`src/rtl/dram_lane_pkg.sv`:
```
`default_nettype none
// ============================================================================
// Module      : dram_lane_pkg
// Description : Shared widths, pair-state encoding and pair-mode constants
//               for the DRAM lane responder.
// Revision    : 1.0 - initial release
// ============================================================================
package dram_lane_pkg;

   localparam int DATA_W_DEF = 8;
   localparam int ADDR_W_DEF = 8;

   // Pair tracker: waiting for a lane-1 beat, or holding one and waiting for lane 2.
   typedef enum logic {
      IDLE  = 1'b0,
      HAVE1 = 1'b1
   } pair_state_t;

   // Value of write_en latched with the lane-1 beat.
   localparam logic MODE_FETCH = 1'b0;
   localparam logic MODE_STORE = 1'b1;

endpackage
`default_nettype wire

```
`src/rtl/dram_lane_responder_if.sv`:
```
`default_nettype none
// ============================================================================
// Module      : dram_lane_responder_if
// Description : Controller beat bus, host preload port and error flag of the
//               DRAM lane responder. The controller/host side is the master,
//               the responder is the slave.
// Revision    : 1.0 - initial release
// ============================================================================
interface dram_lane_responder_if
   import dram_lane_pkg::*;
#(
   parameter int DATA_W = DATA_W_DEF,
   parameter int ADDR_W = ADDR_W_DEF
);

   // controller beat protocol
   logic              en1;
   logic              en2;
   logic [ADDR_W-1:0] dram_address;
   logic              write_en;
   logic [DATA_W-1:0] wr_data1;
   logic [DATA_W-1:0] wr_data2;
   logic [DATA_W-1:0] rd_data1;
   logic [DATA_W-1:0] rd_data2;
   logic              rd_valid;
   logic              wr_done;

   // host preload
   logic              host_we;
   logic [ADDR_W-1:0] host_addr;
   logic [DATA_W-1:0] host_data;
   logic              host_ready;

   // protocol error flag
   logic              seq_err;
   logic              err_clr;

   modport master (
      output en1, en2, dram_address, write_en, wr_data1, wr_data2,
      output host_we, host_addr, host_data, err_clr,
      input  rd_data1, rd_data2, rd_valid, wr_done, host_ready, seq_err
   );

   modport slave (
      input  en1, en2, dram_address, write_en, wr_data1, wr_data2,
      input  host_we, host_addr, host_data, err_clr,
      output rd_data1, rd_data2, rd_valid, wr_done, host_ready, seq_err
   );

endinterface
`default_nettype wire

```
`src/rtl/dram_mem_array.sv`:
```
`default_nettype none
// ============================================================================
// Module      : dram_mem_array
// Description : Single-port synchronous RAM with two lane read registers.
//               One shared address; reads return the pre-write contents.
//               The array itself is not reset, only the read registers are.
// Revision    : 1.0 - initial release
// ============================================================================
module dram_mem_array
   import dram_lane_pkg::*;
#(
   parameter int DATA_W = DATA_W_DEF,
   parameter int ADDR_W = ADDR_W_DEF
) (
   input  wire logic              clk,
   input  wire logic              rst,
   input  wire logic              i_we,
   input  wire logic [ADDR_W-1:0] i_addr,
   input  wire logic [DATA_W-1:0] i_wdata,
   input  wire logic              i_rd_en1,
   input  wire logic              i_rd_en2,
   output logic      [DATA_W-1:0] o_rd_q1,
   output logic      [DATA_W-1:0] o_rd_q2
);

   localparam int DEPTH = 1 << ADDR_W;

   logic [DATA_W-1:0] r_mem [DEPTH];
   logic [DATA_W-1:0] r_rd_q1;
   logic [DATA_W-1:0] r_rd_q2;

   // Array write; contents deliberately survive reset.
   always_ff @(posedge clk) begin
      if (i_we) begin
         r_mem[i_addr] <= i_wdata;
      end
   end

   // Lane read registers; non-blocking sampling gives read-before-write.
   always_ff @(posedge clk) begin
      if (rst) begin
         r_rd_q1 <= '0;
         r_rd_q2 <= '0;
      end else begin
         if (i_rd_en1) begin
            r_rd_q1 <= r_mem[i_addr];
         end
         if (i_rd_en2) begin
            r_rd_q2 <= r_mem[i_addr];
         end
      end
   end

   assign o_rd_q1 = r_rd_q1;
   assign o_rd_q2 = r_rd_q2;

endmodule
`default_nettype wire

```
`src/rtl/dram_lane_responder.sv`:
```
`default_nettype none
// ============================================================================
// Module      : dram_lane_responder
// Description : Memory-side responder for the two-beat strobe protocol of the
//               matrix-multiply DRAM controller. Detects lane beats on enable
//               rising edges, pairs them, fetches/stores lane words and
//               flags protocol violations. Host preload yields to beats.
// Revision    : 1.0 - initial release
// ============================================================================
module dram_lane_responder
   import dram_lane_pkg::*;
#(
   parameter int DATA_W = DATA_W_DEF,
   parameter int ADDR_W = ADDR_W_DEF
) (
   input wire logic                clk,
   input wire logic                rst,
   dram_lane_responder_if.slave    bus
);

   logic              r_en1_q;
   logic              r_en2_q;
   logic              w_rise1;
   logic              w_rise2;
   logic              w_beat1;
   logic              w_beat2;
   logic              w_both;

   pair_state_t       r_state;
   pair_state_t       w_state_nxt;
   logic              r_pair_mode;
   logic              w_pair_mode_nxt;
   logic              r_lane1_ok;
   logic              w_lane1_ok_nxt;
   logic              w_err_set;
   logic              w_complete;

   logic              r_seq_err;
   logic              r_rd_valid;
   logic              r_wr_done;
   logic              w_host_ready;

   logic              w_mem_we;
   logic [ADDR_W-1:0] w_mem_addr;
   logic [DATA_W-1:0] w_mem_wdata;
   logic              w_rd_en1;
   logic              w_rd_en2;
   logic [DATA_W-1:0] w_rd_q1;
   logic [DATA_W-1:0] w_rd_q2;

   // Rising edges; gated by rst so nothing is serviced while in reset.
   assign w_rise1 = bus.en1 & ~r_en1_q & ~rst;
   assign w_rise2 = bus.en2 & ~r_en2_q & ~rst;
   assign w_beat1 = w_rise1 & ~w_rise2;
   assign w_beat2 = w_rise2 & ~w_rise1;
   assign w_both  = w_rise1 & w_rise2;

   // Host preload only gets the single RAM port when no beat needs it.
   assign w_host_ready = bus.host_we & ~(w_beat1 | w_beat2) & ~rst;

   // Previous enable levels for edge detection.
   always_ff @(posedge clk) begin
      if (rst) begin
         r_en1_q <= 1'b0;
         r_en2_q <= 1'b0;
      end else begin
         r_en1_q <= bus.en1;
         r_en2_q <= bus.en2;
      end
   end

   // Pair tracker state, latched mode and lane-1 qualifier.
   always_ff @(posedge clk) begin
      if (rst) begin
         r_state     <= IDLE;
         r_pair_mode <= MODE_FETCH;
         r_lane1_ok  <= 1'b0;
      end else begin
         r_state     <= w_state_nxt;
         r_pair_mode <= w_pair_mode_nxt;
         r_lane1_ok  <= w_lane1_ok_nxt;
      end
   end

   // Pair tracker next state: completion needs a qualified lane 1 of the same mode.
   always_comb begin
      w_state_nxt     = r_state;
      w_pair_mode_nxt = r_pair_mode;
      w_lane1_ok_nxt  = r_lane1_ok;
      w_err_set       = 1'b0;
      w_complete      = 1'b0;
      if (w_both) begin
         // Colliding edges disqualify any held lane 1.
         w_err_set      = 1'b1;
         w_lane1_ok_nxt = 1'b0;
      end else begin
         case (r_state)
            IDLE: begin
               if (w_beat1) begin
                  w_pair_mode_nxt = bus.write_en;
                  w_lane1_ok_nxt  = 1'b1;
                  w_state_nxt     = HAVE1;
               end else if (w_beat2) begin
                  w_err_set = 1'b1;
               end
            end
            HAVE1: begin
               if (w_beat1) begin
                  // A fresh lane 1 restarts the pair.
                  w_pair_mode_nxt = bus.write_en;
                  w_lane1_ok_nxt  = 1'b1;
               end else if (w_beat2) begin
                  if (r_lane1_ok && (bus.write_en == r_pair_mode)) begin
                     w_complete = 1'b1;
                  end else begin
                     w_err_set = 1'b1;
                  end
                  w_lane1_ok_nxt = 1'b0;
                  w_state_nxt    = IDLE;
               end
            end
            default: begin
               w_state_nxt    = IDLE;
               w_lane1_ok_nxt = 1'b0;
            end
         endcase
      end
   end

   // Completion pulses line up with the lane-2 read data / write.
   always_ff @(posedge clk) begin
      if (rst) begin
         r_rd_valid <= 1'b0;
         r_wr_done  <= 1'b0;
      end else begin
         r_rd_valid <= w_complete & (bus.write_en == MODE_FETCH);
         r_wr_done  <= w_complete & (bus.write_en == MODE_STORE);
      end
   end

   // Sticky error flag; a new error outranks a clear.
   always_ff @(posedge clk) begin
      if (rst) begin
         r_seq_err <= 1'b0;
      end else if (w_err_set) begin
         r_seq_err <= 1'b1;
      end else if (bus.err_clr) begin
         r_seq_err <= 1'b0;
      end
   end

   // RAM port sharing: a beat owns the port, otherwise the host preload.
   assign w_rd_en1    = w_beat1 & ~bus.write_en;
   assign w_rd_en2    = w_beat2 & ~bus.write_en;
   assign w_mem_we    = ((w_beat1 | w_beat2) & bus.write_en) | w_host_ready;
   assign w_mem_addr  = (w_beat1 | w_beat2) ? bus.dram_address : bus.host_addr;
   assign w_mem_wdata = w_beat1 ? bus.wr_data1 :
                        w_beat2 ? bus.wr_data2 : bus.host_data;

   dram_mem_array #(
      .DATA_W (DATA_W),
      .ADDR_W (ADDR_W)
   ) u_mem (
      .clk      (clk),
      .rst      (rst),
      .i_we     (w_mem_we),
      .i_addr   (w_mem_addr),
      .i_wdata  (w_mem_wdata),
      .i_rd_en1 (w_rd_en1),
      .i_rd_en2 (w_rd_en2),
      .o_rd_q1  (w_rd_q1),
      .o_rd_q2  (w_rd_q2)
   );

   assign bus.rd_data1   = w_rd_q1;
   assign bus.rd_data2   = w_rd_q2;
   assign bus.rd_valid   = r_rd_valid;
   assign bus.wr_done    = r_wr_done;
   assign bus.seq_err    = r_seq_err;
   assign bus.host_ready = w_host_ready;

endmodule
`default_nettype wire

```
`src/flat_wrapper.sv`:
```
// flat-port wrapper written by rule: the top's interface ports become plain ports
module dram_lane_responder_flat import dram_lane_pkg::*;
#(
   parameter int DATA_W = DATA_W_DEF,
   parameter int ADDR_W = ADDR_W_DEF
)
  (clk, rst, bus_en1, bus_en2, bus_dram_address, bus_write_en, bus_wr_data1, bus_wr_data2, bus_host_we, bus_host_addr, bus_host_data, bus_err_clr, bus_rd_data1, bus_rd_data2, bus_rd_valid, bus_wr_done, bus_host_ready, bus_seq_err);
  dram_lane_responder_if #(.DATA_W(DATA_W), .ADDR_W(ADDR_W)) bus_i ();
  input wire logic clk;
  input wire logic rst;
  input wire logic [$bits(bus_i.en1)-1:0] bus_en1;
  input wire logic [$bits(bus_i.en2)-1:0] bus_en2;
  input wire logic [$bits(bus_i.dram_address)-1:0] bus_dram_address;
  input wire logic [$bits(bus_i.write_en)-1:0] bus_write_en;
  input wire logic [$bits(bus_i.wr_data1)-1:0] bus_wr_data1;
  input wire logic [$bits(bus_i.wr_data2)-1:0] bus_wr_data2;
  input wire logic [$bits(bus_i.host_we)-1:0] bus_host_we;
  input wire logic [$bits(bus_i.host_addr)-1:0] bus_host_addr;
  input wire logic [$bits(bus_i.host_data)-1:0] bus_host_data;
  input wire logic [$bits(bus_i.err_clr)-1:0] bus_err_clr;
  output wire logic [$bits(bus_i.rd_data1)-1:0] bus_rd_data1;
  output wire logic [$bits(bus_i.rd_data2)-1:0] bus_rd_data2;
  output wire logic [$bits(bus_i.rd_valid)-1:0] bus_rd_valid;
  output wire logic [$bits(bus_i.wr_done)-1:0] bus_wr_done;
  output wire logic [$bits(bus_i.host_ready)-1:0] bus_host_ready;
  output wire logic [$bits(bus_i.seq_err)-1:0] bus_seq_err;
  assign bus_i.en1 = bus_en1;
  assign bus_i.en2 = bus_en2;
  assign bus_i.dram_address = bus_dram_address;
  assign bus_i.write_en = bus_write_en;
  assign bus_i.wr_data1 = bus_wr_data1;
  assign bus_i.wr_data2 = bus_wr_data2;
  assign bus_i.host_we = bus_host_we;
  assign bus_i.host_addr = bus_host_addr;
  assign bus_i.host_data = bus_host_data;
  assign bus_i.err_clr = bus_err_clr;
  assign bus_rd_data1 = bus_i.rd_data1;
  assign bus_rd_data2 = bus_i.rd_data2;
  assign bus_rd_valid = bus_i.rd_valid;
  assign bus_wr_done = bus_i.wr_done;
  assign bus_host_ready = bus_i.host_ready;
  assign bus_seq_err = bus_i.seq_err;
  dram_lane_responder #(.DATA_W(DATA_W), .ADDR_W(ADDR_W)) u_core (.clk(clk), .rst(rst), .bus(bus_i));
endmodule
```
`config.mk`:
```
export PLATFORM = sky130hd
export DESIGN_NAME = dram_lane_responder_flat
export DESIGN_NICKNAME = d
export VERILOG_FILES = /design/src/rtl/dram_lane_pkg.sv /design/src/rtl/dram_lane_responder_if.sv /design/src/rtl/dram_mem_array.sv /design/src/rtl/dram_lane_responder.sv /design/src/flat_wrapper.sv
export SDC_FILE = /design/constraint.sdc
export NUM_CORES = 2
export LEC_CHECK = 0
export CAP_MARGIN = 20
export CELL_PAD_IN_SITES_DETAIL_PLACEMENT = 0
export CELL_PAD_IN_SITES_GLOBAL_PLACEMENT = 2
export CORE_ASPECT_RATIO = 1.1
export CORE_MARGIN = 1
export CORE_UTILIZATION = 35
export CTS_CLUSTER_DIAMETER = 50
export DETAILED_ROUTE_END_ITERATION = 6
export DONT_BUFFER_PORTS = 1
export PLACE_DENSITY_LB_ADDON = 0.1
export REMOVE_ABC_BUFFERS = 1
export SETUP_SLACK_MARGIN = 0.5
export SYNTH_ARGS = -nofsm -noshare
export SYNTH_HDL_FRONTEND = slang
export SYNTH_HIERARCHICAL = 1
export SYNTH_SLANG_ARGS = --single-unit
```
`constraint.sdc`:
```
create_clock -name clk -period 46.5 [get_ports clk]
set_input_delay 6.975 -clock clk [delete_from_list [all_inputs] [get_ports clk]]
set_output_delay 6.975 -clock clk [all_outputs]
set_load 0.005 [all_outputs]
```
Yosys cells after proc, flatten, opt, wreduce, memory -nomap -nowiden --
Memories as Yosys holds them, arrays and structs flattened. Cells that the tools add are included.
Word-level totals: bits in writable memories 2048, memories kept 1, output and inout bits 20, bits of input ports 47, register bits 24
Operators by class: equal/unequal tests 3, bitwise logic cells 25, reductions and logical operators 5, multiplexer cells 28
Memories:
- u_core.u_mem.r_mem | depth 256, width 8, read ports 1, clocked after memory_dff 0, wr ports 1, RTL line dram_mem_array.sv:28 | logic [DATA_W-1:0] r_mem [DEPTH];
Operators with widths (number):
- $mux W8 | 3
- $mux W1 | 22
- $and A1 B1 Y1 | 14
- $not A1 Y1 | 9
- $pmux W1 S2 | 3
- $reduce_and A2 Y1 | 2
- $ne A3 B1 Y1 const B | 1
- $ne A2 B1 Y1 const B | 1
- $or A1 B1 Y1 | 2
- $reduce_bool A2 Y1 | 1
- $reduce_or A2 Y1 | 1
- $eq A1 B1 Y1 | 1
- $logic_and A1 B1 Y1 | 1

Logic depth before layout (Yosys ltp) --
depth in word-level cells 12, mapped depth 19, depth with buffers taken out 11

Cells and area by module --
The synthesis kept the hierarchy.
Modules (own cells, without submodules):
- dram_mem_array | times used 1, seq. area each 61819.3 µm², area each 79719.0 µm², cells each 3740
- dram_lane_responder | times used 1, seq. area each 160.2 µm², area each 666.9 µm², cells each 82

Least setup slack after synthesis --
Ideal clock, no wire load.
path kind in2reg, from input rst, to memory u_core/u_mem/r_mem[0][0] in the netlist's numbering, data pin, setup slack 26.422 ns, setup time 2.187 ns, data arrival time 17.891 ns, stages on the path 7, cells stage by stage buf_4 > nor2b_1 > nor2b_1 > inv_1 > ha_1 > clkbuf_1 > o21ai_0
Between the ends: word-level cells in the longest chain between the ends 6, elaborated cells between the ends (all ways) 9, those cells by class mux: 2; bitwise: 7
RTL lines:
- from (decl) | RTL line flat_wrapper.sv:10 | input wire logic rst;
- $not A1 Y1 (*) | RTL line dram_lane_responder.sv:52, dram_lane_responder.sv:53
- $and A1 B1 Y1 | RTL line dram_lane_responder.sv:52 | assign w_rise1 = bus.en1 & ~r_en1_q & ~rst;
- $not A1 Y1 | RTL line dram_lane_responder.sv:55 | assign w_beat2 = w_rise2 & ~w_rise1;
- $and A1 B1 Y1 | RTL line dram_lane_responder.sv:55
- $mux W8 | RTL line dram_lane_responder.sv:158 | w_beat2 ? bus.wr_data2 : bus.host_data;
- $mux W8 (*) | RTL line dram_lane_responder.sv:157 | assign w_mem_wdata = w_beat1 ? bus.wr_data1 :
- net u_core.w_mem_wdata[0] | RTL line dram_lane_responder.sv:45 | logic [DATA_W-1:0] w_mem_wdata;
- to (decl) | RTL line dram_mem_array.sv:28
The timed path passes the listed nets; every way through them passes the cells marked *.

Worst setup path in the final report --
from input rst, to output bus_host_ready
Between the ends: word-level cells in the longest chain between the ends 8, elaborated cells between the ends (all ways) 11, those cells by class bitwise: 11
RTL lines:
- $not A1 Y1 (*) | RTL line dram_lane_responder.sv:52, dram_lane_responder.sv:53, dram_lane_responder.sv:59
- $and A1 B1 Y1, on equally long branches | RTL line dram_lane_responder.sv:53, dram_lane_responder.sv:52
- $not A1 Y1, on equally long branches | RTL line dram_lane_responder.sv:54, dram_lane_responder.sv:55
- $and A1 B1 Y1, on equally long branches | RTL line dram_lane_responder.sv:54, dram_lane_responder.sv:55
- $or A1 B1 Y1 | RTL line dram_lane_responder.sv:59 | assign w_host_ready = bus.host_we & ~(w_beat1 | w_beat2) & ~rst;
- $not A1 Y1 | RTL line dram_lane_responder.sv:59
- $and A1 B1 Y1 | RTL line dram_lane_responder.sv:59
- $and A1 B1 Y1 (*) | RTL line dram_lane_responder.sv:59
- to (decl) | RTL line flat_wrapper.sv:25 | output wire logic [$bits(bus_i.host_ready)-1:0] bus_host_ready;
Every way passes the cells marked *; elsewhere a longest branch is shown, timed or not.

==> impl_metrics.ini <==
[clock_network]
cts_tree = built
cts_buffers = 274
cts_max_level = 5
postCtsSetupBuffers = 0
path_clk_slew_ps = 50
cts_buffer_depth = 4
post_cts_resized = 0
cts_hold_buf = 0
cts.sinks = 2072
clk_latency_ps = 920
root_buffer = clkbuf_16

[placed_design]
port_buffers = 0
place_congestion = 0.776
place_hpwl_um = 142000
postPlaceCellArea_mm2 = 0.0846

[critical_path]
worst_r2r_path_depth = 14
endpoint = bus_host_ready
startpoint_type = input pin
r2r-start = u_core/r_en1_q$_SDFF_PP0_
critPathKind = in -> out
cpMaxStageDelayCell = ha_1
reg2reg_slack_ps = 39470
critPathArrivalTime_ps = 8310
cp_max_fo = 29
crit_path_max_incr_delay_ps = 550
cp.required_ps = 39520
path_cells = nor2b_1 -> nor2b_1 -> ha_1 -> nand2_1 -> nor2_1
r2r_end = u_core/u_mem/o_rd_q1[2]$_SDFFE_PP0P_
crit_top_cell = nor2b_1
crit_start = rst
end_kind = output port

[floorplan]
rows = 184
die_area_mm2 = 0.232
io_pins = 67
initial_utilization_pct = 35.2
die_w_um = 459
fp.dieH_um = 505
coreArea_mm2 = 0.228

[yosys]
synth-async-reset-ratio_pct = 0
synth_area_per_cell_um2 = 21.0
postSynthCellCount = 3822
yosys_warnings = 6
yosys_register_bits = 2072
yosysMostFrequentCell = edfxtp_1
yosysTopAreaCell = edfxtp_1
synth_edf_count = 2048
synth_top_cell_area_share_pct = 76.5
synth_common_cells = edfxtp_1, mux4_2, nor2_1, a22oi_1, clkbuf_1
netlist_area_mm2 = 0.0804
synth.top_cells.by_area = edfxtp_1, mux4_2, a22oi_1
synth_flop_cell = edfxtp_1
ys_types = 60
seq_area_frac_synth_pct = 77.1

[sta]
hold_viol = 0
tns_ps = 0
max_freq_mhz = 65.4
setup_violations = 0
tightest_slew_ps = 1170
fin_skew_ps = 53.1
period_share_pct = 32.9
slew_headroom_pct = 21.9
rsz0062_at_grt = no
final-max-slew-violation-count = 0
min_period_ps = 15290

[power_and_ir_drop]
power.density_mw_per_mm2 = 48.0
p_total_uw = 4470
ir_drop_mv = 0.0404
p_leak_uw = 0.0287

[layout]
nNetsFinal = 4055
design_area_mm2 = 0.0931
drive_gt1_share_pct = 26.1
area_growth_pct = 15.9

[detailed_routing]
first_iter_violations = 3244
wl_per_cell_um = 32.5
dr.pass1.iters = 7
drc = 0
vias_per_cell = 5.36
ant_nets = 0
wl_um = 236000
via_count = 39000

[grt]
grt_pass1_vias = 40900
grt_first_pass_wirelength_um = 330000
antenna_found_initial = 12
overflow = 0
grt_max_degree = 177
grt_usage_pct = 20.4

[run_status]
status = finished, final reports clean

[hold_path]
min_path_type = reg -> reg

[job]
maxCapViolations = 0
==> flip-flops by register name (all words and copies together) (netlist names) <==
name and cells:
u_core/bus.rd_valid 1, u_core/u_mem/o_rd_q2 8, u_core/r_pair_mode 1, u_core/bus.wr_done 1, u_core/r_en1_q 1, u_core/bus.seq_err 1, u_core/u_mem/r_mem 2048, u_core/r_state 1
u_core/u_mem/o_rd_q1 8, u_core/r_en2_q 1, u_core/r_lane1_ok 1
==> cells by family after synthesis <==
| kind of cell | after synthesis | synth area share [%] |
|---|---|---|
| buffers and inverters | 251 | 1.56 |
| muxes | 601 | 15.2 |
| adders and majority gates | 3 | 0.0467 |
| xor gates and xnor gates | 1 | 0.0109 |
| AOI/OAI and AO/OA | 299 | 2.63 |
| and+or+nand+nor | 595 | 3.48 |
| DFF | 2072 | 77.1 |
==> worst min-delay path by stage <==
stage,start,endpoint,slack (ps),cells after the start
after floorplan,u_core/r_pair_mode$_SDFFE_PP0P_,u_core/bus.wr_done$_SDFF_PP0_,450,2
after global placement,u_core/r_pair_mode$_SDFFE_PP0P_,u_core/bus.wr_done$_SDFF_PP0_,480,2
after CTS,u_core/r_pair_mode$_SDFFE_PP0P_,u_core/bus.wr_done$_SDFF_PP0_,490,2
after detailed placement,u_core/r_pair_mode$_SDFFE_PP0P_,u_core/bus.wr_done$_SDFF_PP0_,470,2
final,u_core/r_pair_mode$_SDFFE_PP0P_,u_core/bus.wr_done$_SDFF_PP0_,490,2
after global routing,u_core/r_pair_mode$_SDFFE_PP0P_,u_core/bus.wr_done$_SDFF_PP0_,520,2
==> through the flow <==
| step | utilization [%] | instances | hold WS, ps | setup WS (ps) |
|---|---|---|---|---|
| 2_1_floorplan | - | 3578 | 447 | 24030 |
| 3_3_place_gp | 37.0 | 6791 | 478 | 31170 |
| 3_5_place_dp | 37.0 | 6798 | 474 | 31210 |
| 4_1_cts | 40.8 | 7258 | 491 | 31200 |
| 5_1_grt | 40.8 | 7261 | 516 | 31050 |
| 6_report | 40.8 | 7265 | 494 | 31210 |
==> worst max-delay path, delay by kind of cell <==
family,cells,cell delay (ps)
adders and majority gates,1,550
and+or+nand+nor,4,750
==> layout by cell type (no fill, tap or decap), drive strengths merged, types with 31 or more instances in the layout <==
cell type | synthesis | final
edfxtp | 2048 | 2048
mux4 | 490 | 490
clkbuf | 126 | 319
nor2 | 240 | 240
buf | 118 | 151
a22oi | 128 | 128
nand2 | 96 | 96
mux2i | 95 | 95
clkinv | 0 | 88
nor3 | 66 | 66
nand3 | 55 | 55
a21oi | 36 | 36
o22ai | 31 | 31
==> report_power, final <==
| group | switching (uW) | internal (uW) | leakage [uW] | total [uW] |
|---|---|---|---|---|
| Clock | 786 | 1220 | 0.00415 | 2010 |
| Combinational | 256 | 116 | 0.00588 | 372 |
| Sequential | 2.65 | 2090 | 0.0187 | 2090 |
==> layout make-up <==
cell class,instances,area [um2]
tap,3069,3840
multi-input combinational,1499,17500
clock buffer,319,7260
fill,20400,135000
timing repair buffer,151,1220
inverter,7,26.3
sequential,2072,62000
clock inverter,141,1270
antenna,7,17.5
==> per-layer routing <==
layer,global-route usage (%),vias up,part of all wire [%]
met5,0,-,0
met4,5.19,0,2.2
met3,3.35,283,4.7
met2,34.1,979,50
met1,27.6,21300,43
li1,-,16400,-
Power figures use the tool's default switching activity.
